**config.mk**
```make
export PLATFORM = sky130hd
export DESIGN_NAME = tk2_sched
export DESIGN_NICKNAME = d
export VERILOG_FILES = /design/src/rtl/tk2_sched.sv
export SDC_FILE = /design/constraint.sdc
export NUM_CORES = 1
export LEC_CHECK = 0
export BUFFER_PORTS_ARGS = -buffer_cell sky130_fd_sc_hd__buf_2
export CAP_MARGIN = 0
export CELL_PAD_IN_SITES_DETAIL_PLACEMENT = 2
export CELL_PAD_IN_SITES_GLOBAL_PLACEMENT = 2
export CORE_ASPECT_RATIO = 0.6
export CORE_MARGIN = 2
export CORE_UTILIZATION = 28
export DETAILED_ROUTE_END_ITERATION = 12
export PLACE_DENSITY_LB_ADDON = 0.1
export SETUP_SLACK_MARGIN = 0.02
export SYNTH_ARGS = -nofsm -noshare
export SYNTH_HDL_FRONTEND = slang
export SYNTH_SLANG_ARGS = --single-unit
```
**constraint.sdc**
```tcl
create_clock -name clk -period 1.7 [get_ports clk]
set_input_delay 0.17 -clock clk [delete_from_list [all_inputs] [get_ports clk]]
set_output_delay 0.17 -clock clk [all_outputs]
set_load 0.02 [all_outputs]
```
**src/rtl/tk2_sched.sv**
```systemverilog
// tk2_sched: control sequencer for the serial TK2 tweakey register of the
// Romulus-N1 SKINNY-128-384 datapath. It loads 16 tweakey bytes, streams the
// round-tweakey half per round under valid/ready, steps the key schedule after
// each round and issues the closing correction.
// Optional feature: define TK2_SCHED_ABORT_EN to add the `abort` input, which
// drops any busy operation back to IDLE.
module tk2_sched #(
  parameter int ROUNDS   = 40,
  parameter int RW       = 6,
  parameter int CORR_CYC = 1
) (
  input  logic          clk,
  input  logic          rst,
  input  logic          load_req,
  input  logic          di_valid,
  output logic          di_ready,
  input  logic          go,
  output logic          rk_valid,
  input  logic          rk_ready,
  output logic          rk_last,
  output logic [RW-1:0] round,
  output logic          busy,
  output logic          armed,
  output logic          done,
  output logic          ksch,
  output logic          chain,
  output logic          in_sel,
  output logic          correct
`ifdef TK2_SCHED_ABORT_EN
  ,
  input  logic          abort
`endif
);

  typedef enum logic [2:0] {
    S_IDLE   = 3'd0,
    S_LOAD   = 3'd1,
    S_ARMED  = 3'd2,
    S_STREAM = 3'd3,
    S_KSCH   = 3'd4,
    S_CORR   = 3'd5,
    S_DONE   = 3'd6
  } state_t;

  state_t        state_q, state_d;
  logic [3:0]    cnt_q, cnt_d;
  logic [RW-1:0] round_q, round_d;
  logic          abort_s;

`ifdef TK2_SCHED_ABORT_EN
  assign abort_s = abort;
`else
  assign abort_s = 1'b0;
`endif

  assign round = round_q;

  // Output decode from the registered state; chain also follows the live handshake inputs.
  always_comb begin
    di_ready = 1'b0;
    in_sel   = 1'b0;
    chain    = 1'b0;
    rk_valid = 1'b0;
    rk_last  = 1'b0;
    busy     = 1'b0;
    armed    = 1'b0;
    done     = 1'b0;
    ksch     = 1'b0;
    correct  = 1'b0;
    case (state_q)
      S_IDLE: begin
        busy = 1'b0;
      end
      S_LOAD: begin
        busy     = 1'b1;
        di_ready = 1'b1;
        in_sel   = 1'b1;
        chain    = di_valid;
      end
      S_ARMED: begin
        armed = 1'b1;
      end
      S_STREAM: begin
        busy     = 1'b1;
        chain    = rk_ready;
        // Bytes 0..7 are the round-tweakey half; 8..15 only rotate past.
        rk_valid = ~cnt_q[3];
        rk_last  = (cnt_q == 4'd7);
      end
      S_KSCH: begin
        busy = 1'b1;
        ksch = 1'b1;
      end
      S_CORR: begin
        busy    = 1'b1;
        correct = 1'b1;
      end
      S_DONE: begin
        done = 1'b1;
      end
      default: begin
        busy = 1'b0;
      end
    endcase
  end

  // Next-state and counter update; an abort of a busy operation overrides everything.
  always_comb begin
    state_d = state_q;
    cnt_d   = cnt_q;
    round_d = round_q;
    case (state_q)
      S_IDLE: begin
        if (load_req) begin
          state_d = S_LOAD;
          cnt_d   = 4'd0;
        end else begin
          state_d = S_IDLE;
        end
      end
      S_LOAD: begin
        if (di_valid) begin
          cnt_d = cnt_q + 4'd1;
          if (cnt_q == 4'd15) begin
            state_d = S_ARMED;
            cnt_d   = 4'd0;
          end else begin
            state_d = S_LOAD;
          end
        end else begin
          state_d = S_LOAD;
        end
      end
      S_ARMED: begin
        // A reload request takes priority over starting a block.
        if (load_req) begin
          state_d = S_LOAD;
          cnt_d   = 4'd0;
        end else if (go) begin
          state_d = S_STREAM;
          cnt_d   = 4'd0;
          round_d = {RW{1'b0}};
        end else begin
          state_d = S_ARMED;
        end
      end
      S_STREAM: begin
        if (rk_ready) begin
          cnt_d = cnt_q + 4'd1;
          if (cnt_q == 4'd15) begin
            state_d = S_KSCH;
            cnt_d   = 4'd0;
          end else begin
            state_d = S_STREAM;
          end
        end else begin
          state_d = S_STREAM;
        end
      end
      S_KSCH: begin
        cnt_d = 4'd0;
        if (round_q == RW'(ROUNDS - 1)) begin
          state_d = S_CORR;
        end else begin
          state_d = S_STREAM;
          round_d = round_q + RW'(1);
        end
      end
      S_CORR: begin
        if (cnt_q == 4'(CORR_CYC - 1)) begin
          state_d = S_DONE;
          cnt_d   = 4'd0;
        end else begin
          state_d = S_CORR;
          cnt_d   = cnt_q + 4'd1;
        end
      end
      S_DONE: begin
        // round keeps ROUNDS-1 until the next block starts.
        state_d = S_ARMED;
      end
      default: begin
        state_d = S_IDLE;
        cnt_d   = 4'd0;
        round_d = {RW{1'b0}};
      end
    endcase
    if (abort_s && busy) begin
      state_d = S_IDLE;
      cnt_d   = 4'd0;
      round_d = {RW{1'b0}};
    end else begin
      state_d = state_d;
    end
  end

  // State and counter registers with synchronous active-high reset.
  always_ff @(posedge clk) begin
    if (rst) begin
      state_q <= S_IDLE;
      cnt_q   <= 4'd0;
      round_q <= {RW{1'b0}};
    end else begin
      state_q <= state_d;
      cnt_q   <= cnt_d;
      round_q <= round_d;
    end
  end

endmodule

```
==> reports/results.tsv <==
metric	value	unit
Worst Skew	0.005335	ns
antenna violations before repair	0	
CP endpoint kind	flop	
worst-margin pin slew	0.3188	ns
clk slew on worst S/H paths	0.06	ns
Post-synth EDFFs	0	
global route overflow	0	
largest net degree at the start of global routing	14	
status	finished, final reports clean	
Peak supply drop	0.0003954	V
die height	49.08	um
Worst Path Arrival	1.85	ns
I/O Buffers	21	
Max Cap Viol	0	
Nets	165	
critical path class	reg -> reg	
clk sinks	13	
Synth Net Count	122	
CP Max Fanout	5	
Initial Util	0.2924	
post-route cell area	1388	um^2
# diodes	0	
Cell Pwr Density	509.8	nW/um^2
most frequent cells in the layout	buf_4 (21), buf_2 (20), nor2_1 (10)	
Pleak	0.5483	nW
endpoints failing hold	0	
post-DP HPWL	2.654	mm
DR WL/cell	19.78	um
total chip power	707.3	uW
DRT iter0 DRCs	91	
Yosys reg bits	13	
Cell Int Power	508.3	uW
I/O pins	22	
CTS Hold Bufs	0	
WL final	3.955	mm
flop-to-flop setup slack	0.03	ns
synth warn	0	
Unique masters post-synth	44	
Residual DRC	0	
count of final setup violators	0	
slew margin rel.	0.7872	
Detail Route Antenna Nets	0	
Avg Cell Area, Syn	8.393	um^2
H-tree depth	1	
DIE AREA	3884	um^2
Slew Limit Fails	0	
synthesized cell area	948.4	um^2
drt first pass iters	4	
Post-Synthesis Cells	113	
Net Switching	199.0	uW
required time of the critical path	1.88	ns
CORE AREA	3243	um^2
CTS tree	done	
CTS Buffer Depth	2	
class of the worst hold path	in -> reg	
most common cell after layout, fill and taps aside	buf_4	
routed via count	1057	
clk_lat worst skew	0.25	ns
Fill cells	391	
Placer Congestion	0.7717	
DIE WIDTH	79.14	um
clock power share	0.414	
final period utilization	0.9822	
Area Overhead vs Synth	46.31	%
Comb power frac	0.148	
Synth Flop Type	dfxtp_1	
Reg power frac	0.438	
share of cells above drive strength 1	0.4903	
critical path launch point type	flop	
drt via density	5.285	
Placed Area	1187	um^2
first-pass GRT wire length	5.885	mm
vias in the first global route	1083	
Root Driver	clkbuf_8	
Final min period	1.670	ns
unrepaired setup endpoints after global routing	yes	
Total Routing Usage GR	0.1984	
CTS buffer count	3	
Max Clk Rate	598.9	MHz
sequential cell area fraction in the yosys report	0.2744	
Sw Share	0.2813	
num rows	16	
asr flop ratio synth	0	
[cell usage after synthesis (3+ instances only)]
| library cell | instances | share of area |
|---|---|---|
| dfxtp_1 | 13 | 0.27 |
| nor2_1 | 10 | 0.040 |
| nand2_1 | 9 | 0.036 |
| nand3_1 | 9 | 0.047 |
| a21oi_1 | 7 | 0.037 |
| inv_1 | 4 | 0.016 |
| a311oi_1 | 3 | 0.028 |
| and3_1 | 3 | 0.020 |
| ha_1 | 3 | 0.040 |
| mux2i_1 | 3 | 0.032 |
| nand2b_1 | 3 | 0.020 |
[state kept, by name, indices dropped and copies added (netlist names)]
register,count
round,6
cnt_q,4
state_q,3
[worst paths after layout]
check | from | end | cells after the start
min reg2reg | cnt_q[0] | cnt_q[0] | 2
max | cnt_q[0] | cnt_q[3] | 6
max reg2reg | cnt_q[0] | cnt_q[3] | 6
min | di_valid | state_q[1] | 3
[cells by family (layout without fill, tap and decap cells)]
group / Yosys count / after routing / share of synthesized area
and+or+nand+nor: 55 / 55 / 0.3430
DFF: 13 / 13 / 0.2744
buffers and inverters: 12 / 54 / 0.07254
muxes: 3 / 3 / 0.03166
AOI/OAI and AO/OA: 27 / 27 / 0.2388
adders and majority gates: 3 / 3 / 0.03958
[cell type report]
class                   count  area [um^2]  area share
multi-input cells          88        686.9      0.4950
repair buffers             45        302.8      0.2182
flip-flops and latches     13        276.5      0.1993
well taps                  45        56.30     0.04058
clock buffers               3        41.29     0.02976
inverters                   5        18.77     0.01353
clock inverters             1        5.005    0.003607
[metrics by stage]
step	std cells	utilization	setup TNS, ns	hold slack [ns]	setup slack [ns]
global route	200	0.4279	-0.08908	0.2997	-0.05049
finish	200	0.4279	0	0.2770	0.03019
detailed placement	188	0.3661	-0.01388	0.4730	-0.008783
CTS	195	0.4016	0	0.2861	0.01558
global placement	188	0.3661	0	0.4547	0.07781
floorplan	113	-	0	0.2421	0.03942
[per-layer routing]
metal,vias up,part of all wire,GRT usage
met5,-,0,0
met1,540,0.50,0.2898
met4,0,0.0063,0.01724
met3,4,0.025,0.05000
li1,499,-,-
met2,14,0.46,0.3065
[worst max-delay path: stages, from the launching register on]
cell,delay (ns)
dfxtp_2,0.36
inv_1,0.05
ha_1,0.22
nand4bb_1,0.16
nand3_1,0.13
or4_1,0.49
a21oi_1,0.18
[what timing repair did]
item	4_1_cts	5_1_grt
buffers inserted	3	5
endpoints found under the setup margin	9	11
gates resized for setup	11	13
hold endpoints to repair	0	0
pin swaps	6	7
[power by group through the flow]
stage / Sequential (mW) / Clock, mW / Combinational (mW)
6_report: 0.310 / 0.293 / 0.105
4_1_cts: 0.314 / 0.294 / 0.0944
5_1_grt: 0.310 / 0.316 / 0.112
3_5_place_dp: 0.321 / 0 / 0.0920
2_1_floorplan: 0.317 / 0 / 0.0606
3_3_place_gp: 0.320 / 0 / 0.0887
Power figures use the tool's default switching activity.
